[config.mk]
export PLATFORM = sky130hd
export DESIGN_NAME = mux_select_sequencer
export DESIGN_NICKNAME = d
export VERILOG_FILES = /design/src/rtl/mux_select_sequencer.sv
export SDC_FILE = /design/constraint.sdc
export NUM_CORES = 1
export LEC_CHECK = 0
export CAP_MARGIN = 10
export CORE_MARGIN = 2
export CORE_UTILIZATION = 50
export DETAILED_ROUTE_END_ITERATION = 10
export MAX_ROUTING_LAYER = met4
export PLACE_DENSITY = 0.86
export SYNTH_ARGS = -nofsm -noshare
export SYNTH_HDL_FRONTEND = slang
export SYNTH_SLANG_ARGS = --single-unit
[constraint.sdc]
create_clock -name Clock -period 1.9 [get_ports Clock]
set_input_delay 0.19 -clock Clock [delete_from_list [all_inputs] [get_ports Clock]]
set_output_delay 0.19 -clock Clock [all_outputs]
set_load 0.02 [all_outputs]
[src/rtl/mux_select_sequencer.sv]
// mux_select_sequencer: walks the 3-to-1 mux select U->V->W on a
// timed dwell or a manual press, logging each captured mux output.
module mux_select_sequencer #(
   parameter int DWELL = 50_000_000,
   parameter int CW    = (DWELL > 1) ? $clog2(DWELL) : 1
) (
   input  logic       Clock,
   input  logic       Resetn,
   input  logic       step_n,
   input  logic       auto,
   input  logic       hold,
   input  logic [1:0] M_in,
   output logic [1:0] sel,
   output logic [1:0] slot,
   output logic [5:0] hist,
   output logic       valid
);

   localparam logic [CW-1:0] LAST = CW'(DWELL - 1);

   typedef enum logic [1:0] {
      S_U = 2'd0,
      S_V = 2'd1,
      S_W = 2'd2
   } state_t;

   state_t          r_state;
   state_t          w_next;
   logic            r_sync0;
   logic            r_sync1;
   logic            r_prev;
   logic [CW-1:0]   r_cnt;
   logic [1:0]      r_cap;
   logic [1:0]      r_sel;
   logic [1:0]      r_slot;
   logic [5:0]      r_hist;
   logic            w_press;
   logic            w_tick;
   logic            w_adv;
   logic [1:0]      w_sel;
   logic [1:0]      w_slot;

   always_comb begin
      w_press = r_prev & ~r_sync1;
      w_tick  = (r_cnt == LAST);
      w_adv   = auto ? (w_tick & ~hold) : (w_press & ~hold);
      w_next  = r_state;
      if (w_adv) begin
         unique case (r_state)
            S_U:     w_next = S_V;
            S_V:     w_next = S_W;
            S_W:     w_next = S_U;
            default: w_next = S_U;
         endcase
      end
      // sel[0] wins inside the mux, so W is 01 and 11 is never used
      w_sel  = 2'b00;
      w_slot = 2'd0;
      unique case (w_next)
         S_U: begin
            w_sel  = 2'b00;
            w_slot = 2'd0;
         end
         S_V: begin
            w_sel  = 2'b10;
            w_slot = 2'd1;
         end
         S_W: begin
            w_sel  = 2'b01;
            w_slot = 2'd2;
         end
         default: begin
            w_sel  = 2'b00;
            w_slot = 2'd0;
         end
      endcase
   end

   always_ff @(posedge Clock) begin
      if (!Resetn) begin
         r_state <= S_U;
         r_sel   <= 2'b00;
         r_slot  <= 2'd0;
      end else begin
         r_state <= w_next;
         r_sel   <= w_sel;
         r_slot  <= w_slot;
      end
   end

   always_ff @(posedge Clock) begin
      if (!Resetn) begin
         r_sync0 <= 1'b1;
         r_sync1 <= 1'b1;
         r_prev  <= 1'b1;
         r_cnt   <= '0;
         r_cap   <= 2'd0;
         r_hist  <= 6'd0;
      end else begin
         r_sync0 <= step_n;
         r_sync1 <= r_sync0;
         r_prev  <= r_sync1;
         if (!auto) begin
            r_cnt <= '0;
         end else if (!hold) begin
            r_cnt <= w_tick ? '0 : r_cnt + 1'b1;
         end
         if (w_adv) begin
            r_hist <= {r_hist[3:0], M_in};
            if (r_cap != 2'd3) begin
               r_cap <= r_cap + 2'd1;
            end
         end
      end
   end

   assign sel   = r_sel;
   assign slot  = r_slot;
   assign hist  = r_hist;
   assign valid = (r_cap == 2'd3);

endmodule

==> results.cfg, run 1 <==
[run_status]
status = completed

[grt]
track_usage_pct = 22.6
antenna_found_initial = 0
grt_pass1_vias = 1739
grt_max_degree = 23
gr-total-overflow = 0
grt_pass1_wl_mm = 7.56

[synthesis]
yosysMostFrequentCell = dfxtp_1
synth_area_leaders = dfxtp_1 (41%), mux2i_1 (5.5%), nand2_1 (4.1%)
synthArstFlopShare_pct = 0
yosysTopAreaCell = dfxtp_1
synth_area_mm2 = 0.00200
synth_seq_cells = 41
synth_nets = 232
synth_cell_types = 46
synth_edf_count = 0
ys.warnings.count = 0
yosys-top-cells-count = dfxtp_1 (41), nand2_1 (22), nor2_1 (16)
synth_top_area_share_pct = 41.0
synth_cells = 223
synth-seq-area-share_pct = 41.0
yosys_most_used_dff = dfxtp_1
syn_area_per_cell_um2 = 8.98

[power_and_ir_drop]
p_comb_share_pct = 4.4
p_int_mw = 1.23
leakagePower_nw = 0.957
switching_share_pct = 21.4
power_switching_mw = 0.335
p_per_area_mw_per_mm2 = 614
p_seq_share_pct = 55.6
peakVddDrop_v = 0.000439
clock_power_share_pct = 40.0

[clocking]
clkLatencyLatePin_ns = 0.30
clock_sinks = 41
htreeDepth = 2
clk_pin_slew_worst_paths_ns = 0.08
cts_root_buf = clkbuf_8
post_cts_buffers = 0
cts.path.max_buffers = 2
cts_tree = done
cts_buffers = 5

[floorplanning]
core_mm2 = 0.00391
die_w_um = 67.3
fp-row-count = 23
die_area_mm2 = 0.00453
die_h_um = 67.3
start_util_pct = 51.2
io_pins = 18

[placement]
gp_congestion = 0.907
dpl.hpwl_mm = 3.29
portBuffers = 17
dp_slack_ns = -0.333

[flow_run]
drv_cap = 0

[sta]
fmax_mhz = 535
finalHoldViolCount = 0
setup_ws_ns = 0.0314
finalSetupViolations = 0
layout_min_cycle_time_ns = 1.87
skew_ns = 0.00854
slew_headroom_pct = 79.1
worst_slew_pin_slew_ns = 0.311
rsz0062_at_grt = true
slew_viol_final = 0
finalCritPeriodShare_pct = 98.3

[cells_and_area]
final_util_pct = 65.1
num-fill-cells = 325
area_delta_synth_final_pct = 27.1
diodes = 0
drive_gt1_share_pct = 23.8
nets = 273

[route]
drt_iter0_markers = 115
ant_nets = 0
viasPerCell = 5.86
wl_per_cell_um = 14.9
drc = 0
num_vias = 1846
drt-total-wl_mm = 4.68
dr.pass1.iters = 4

[min_path]
hold_depth = 1
hp-class = reg -> reg

[worst_setup_path]
path_cells = buf_4, nand4_1, or4_4, or4_4, a21oi_2
crit_path_top_delay_cell = or4_4
worst_path_most_repeated_cell = or4_4
criticalPathCategory = reg -> reg
cp_slowest_stage_delay_ns = 0.60
cp.required_ns = 2.14
startpoint_type = register
crit_fanout = 5
worstPathArrival_ns = 2.11
endpoint_kind = register
r2r.worst_path.cells = 5
-- state kept, by name, summed over array words and instances (netlist names) --
register,flops
sel,1
slot,1
r_sync1,1
r_cap,2
r_cnt,26
r_sync0,1
hist,6
r_state,2
r_prev,1
-- power by group through the flow --
stage	sequential [mW]	clock (mW)	combinational (mW)
after floorplan	0.889	0	0.0336
final	0.869	0.626	0.0688
after detailed placement	0.888	0	0.0672
after global placement	0.888	0	0.0650
after CTS	0.868	0.637	0.0677
after global routing	0.869	0.662	0.0755
-- placed cells by master, fill, tap and decap left out, types with 2 or more instances in the layout --
| master | Yosys | routed |
|---|---|---|
| a21oi_1 | 13 | 12 |
| and2_1 | 3 | 3 |
| and4_1 | 3 | 3 |
| and4b_1 | 2 | 2 |
| and4bb_2 | 2 | 2 |
| buf_4 | 3 | 30 |
| clkbuf_8 | 0 | 7 |
| clkdlybuf4s50_1 | 0 | 17 |
| dfxtp_1 | 41 | 39 |
| dfxtp_2 | 0 | 2 |
| inv_1 | 2 | 2 |
| mux2i_1 | 11 | 11 |
| nand2_1 | 22 | 22 |
| nand2b_1 | 3 | 3 |
| nand3_1 | 10 | 9 |
| nand3b_1 | 3 | 3 |
| nand4_1 | 10 | 10 |
| nor2_1 | 16 | 16 |
| nor2b_1 | 2 | 2 |
| nor3_1 | 2 | 2 |
| nor4_1 | 4 | 4 |
| o211ai_1 | 2 | 2 |
| o21ai_0 | 7 | 7 |
| o31ai_1 | 3 | 2 |
| o41ai_1 | 2 | 2 |
| or3_1 | 4 | 4 |
| or3_2 | 3 | 3 |
| or4_1 | 6 | 3 |
| or4_4 | 0 | 3 |
| or4b_2 | 4 | 4 |
| xnor2_1 | 7 | 7 |
| xor2_1 | 5 | 5 |
-- layer usage --
| layer | part of all wire, % | vias up | global-route usage (%) | wire, um |
|---|---|---|---|---|
| li1 | - | 906 | - | - |
| met1 | 41 | 873 | 24.5 | 1930 |
| met2 | 51 | 62 | 40.2 | 2410 |
| met3 | 6.1 | 5 | 5.67 | 286 |
| met4 | 1.2 | 0 | 7.65 | 55 |
| met5 | 0 | - | - | 0 |
-- kinds of logic after synthesis --
| logic type | synth area share, % |
|---|---|
| flops | 41.0 |
| simple gates | 33.2 |
| mux | 5.50 |
| compound gates | 9.62 |
| xor+xnor | 5.25 |
| buf+inv | 4.25 |
| fa+ha+maj | 1.25 |
-- worst paths after layout --
| path | startpoint | endpoint | slack (ns) |
|---|---|---|---|
| worst min register to register | r_sync0$_SDFF_PN1_ | r_sync1$_SDFF_PN1_ | 0.42 |
| worst max-delay path | r_cnt[1]$_SDFFE_PN0N_ | r_cnt[25]$_SDFFE_PN0N_ | 0.03 |
| worst max register to register | r_cnt[1]$_SDFFE_PN0N_ | r_cnt[25]$_SDFFE_PN0N_ | 0.03 |
| worst min-delay path | r_sync0$_SDFF_PN1_ | r_sync1$_SDFF_PN1_ | 0.42 |
-- through the flow --
step                total power [mW]  cells  TNS (ns)  area (um^2)  hold slack, ns
floorplan                      0.923    223         0         2010           0.291
global placement               0.953    306     -3.95         2390           0.390
detailed placement             0.955    306     -5.85         2390           0.406
CTS                             1.57    314         0         2500           0.425
global route                    1.61    315   -0.0156         2550           0.452
finish                          1.56    315         0         2550           0.421
-- critical path: cells and delay by family, from the launching register on --
family | cells | cell delay (ns)
buffers and inverters | 1 | 0.12
flip-flops | 1 | 0.35
AO/OA/AOI/OAI | 1 | 0.12
AND/OR/NAND/NOR | 3 | 1.23
-- layout make-up --
type	instances	area [um^2]	area share [%]
flip-flops and latches	41	823	32.3
well taps	50	62.6	2.46
clock inverters	1	5.00	0.197
inverters	2	7.51	0.295
multi-input cells	166	1140	45.0
repair buffers	48	407	16.0
clock buffers	7	96.3	3.78
-- timing repair --
item                                    4_1_cts  5_1_grt
gates cloned                                  0        1
hold buffers                                  0        0
endpoints found under the setup margin       14        4
pin swaps                                     0        2
gates resized for setup                       3        8
Power figures use the tool's default switching activity.
==> run 2: changes to the inputs <==
--- a/config.mk
+++ b/config.mk
@@ -10,7 +10,7 @@
 export CORE_UTILIZATION = 50
 export DETAILED_ROUTE_END_ITERATION = 10
 export MAX_ROUTING_LAYER = met4
-export PLACE_DENSITY = 0.86
+export PLACE_DENSITY = 0.83
 export SYNTH_ARGS = -nofsm -noshare
 export SYNTH_HDL_FRONTEND = slang
 export SYNTH_SLANG_ARGS = --single-unit
==> constraint.sdc (replaced) <==
create_clock -name Clock -period 2.1 [get_ports Clock]
set_input_delay 0.21 -clock Clock [delete_from_list [all_inputs] [get_ports Clock]]
set_output_delay 0.21 -clock Clock [all_outputs]
set_load 0.02 [all_outputs]
==> results.cfg, run 2 (synthesized netlist as in run 1, its figures left out) <==
[run_status]
status = completed

[cells_and_area]
area_delta_synth_final_pct = 19.2
drive_gt1_share_pct = 15.5
regMostFlops = r_cnt
nets = 260
final_cell_mix = dfxtp_1 (41), nand2_1 (22), buf_4 (19)
num-fill-cells = 363
final_util_pct = 61.0
final_common_cell = dfxtp_1
largest_reg_flops = 26
diodes = 0

[route]
ant_nets = 0
drt-total-wl_mm = 4.38
viasPerCell = 5.91
num_vias = 1786
dr.pass1.iters = 4
drc = 0
drt_iter0_markers = 85
wl_per_cell_um = 14.5

[power_and_ir_drop]
total_power_mw = 1.34
peakVddDrop_v = 0.000373
power_switching_mw = 0.290
p_comb_share_pct = 4.3
p_per_area_mw_per_mm2 = 560
leakagePower_nw = 0.878
clock_power_share_pct = 37.0
switching_share_pct = 21.7
p_seq_share_pct = 58.7
p_int_mw = 1.05

[worst_setup_path]
r2r-start = r_cnt[12]$_SDFFE_PN0N_
startpoint = hold
cp.required_ns = 2.25
startpoint_type = primary input
worstPathArrival_ns = 2.14
path_buf_inv = 2
crit_fanout = 10
endpoint_kind = register
cp_slowest_stage_delay_ns = 0.68
critPathTopFamily = buffers and inverters
crit_path_top_delay_cell = or4b_2
criticalPathCategory = in -> reg
path_cells = clkdlybuf4s50_1, buf_4, or4b_2, o31a_1, mux2i_1

[clocking]
clk_pin_slew_worst_paths_ns = 0.07
htreeDepth = 2
clkLatencyLatePin_ns = 0.29
cts_buffers = 5
cts_root_buf = clkbuf_8
cts.path.max_buffers = 2
cts_tree = done
post_cts_buffers = 0
cts_hold_buf = 0
clock_sinks = 41
ctsResizeCount = 0

[sta]
worst_slew_pin_slew_ns = 0.585
finalCritPeriodShare_pct = 94.6
fmax_mhz = 504
slew_viol_final = 0
skew_ns = 0.00957
setup_ws_ns = 0.114
finalHoldViolCount = 0
layout_min_cycle_time_ns = 1.99
rsz0062_at_grt = false
finalSetupViolations = 0
slew_headroom_pct = 61.0

[placement]
dp_slack_ns = -0.219
gp_congestion = 0.809
dpl.hpwl_mm = 3.18
portBuffers = 17

[grt]
gr-total-overflow = 0
grt_max_degree = 23
grt_pass1_wl_mm = 7.41
track_usage_pct = 22.4
grt_pass1_vias = 1687
antenna_found_initial = 0

[floorplanning]
core_mm2 = 0.00391
die_h_um = 67.3
start_util_pct = 51.2
die_area_mm2 = 0.00453
io_pins = 18
die_w_um = 67.3
fp-row-count = 23

[min_path]
hold_start = r_sync0$_SDFF_PN1_
hp-class = reg -> reg

[flow_run]
drv_cap = 0
## run 2: cell count changes in the layout (fill, tap and decap cells not counted), moves of 2 or more
cell | before | now
buf_4 | 30 | 19
clkbuf_1 | 0 | 3
clkbuf_8 | 7 | 5
dfxtp_1 | 39 | 41
dfxtp_2 | 2 | 0
## run 2: final cells by class
type	count	area, um^2	area share, %
well taps	50	62.6	2.62
inverters	2	7.51	0.314
clock buffers	8	80.1	3.35
multi-input cells	165	1100	46.3
flip-flops and latches	41	821	34.4
repair buffers	36	313	13.1
## run 2: worst paths after layout
kind                            slack (ns)                     end  cells after the start
worst max-delay path                  0.11   r_state[0]$_SDFF_PN0_                      5
worst min-delay path                  0.42      r_sync1$_SDFF_PN1_                      1
worst max register to register        0.17  r_cnt[25]$_SDFFE_PN0N_                      4
worst min register to register        0.42      r_sync1$_SDFF_PN1_                      1
## run 2: power groups by stage
| stage | clock, mW | combinational, mW | sequential, mW |
|---|---|---|---|
| floorplan | 0 | 0.0304 | 0.804 |
| global placement | 0 | 0.0556 | 0.803 |
| detailed placement | 0 | 0.0579 | 0.803 |
| CTS | 0.510 | 0.0582 | 0.785 |
| global route | 0.536 | 0.0629 | 0.786 |
| finish | 0.495 | 0.0574 | 0.785 |
## run 2: per-stage QoR
| step | TNS [ns] | instance area (um^2) | instances | hold WS, ns |
|---|---|---|---|---|
| final | 0 | 2390 | 302 | 0.419 |
| after global routing | 0 | 2390 | 302 | 0.437 |
| after CTS | 0 | 2380 | 302 | 0.421 |
| after detailed placement | -3.64 | 2300 | 294 | 0.401 |
| after global placement | -2.43 | 2300 | 294 | 0.391 |
| after floorplan | 0 | 2000 | 223 | 0.311 |
## run 2: routing by layer
metal	up-vias	track usage [%]	wire, um
met5	-	-	0
met4	0	8.93	92
met3	9	5.83	212
met2	48	37.1	2190
met1	852	25.9	1880
li1	877	-	-
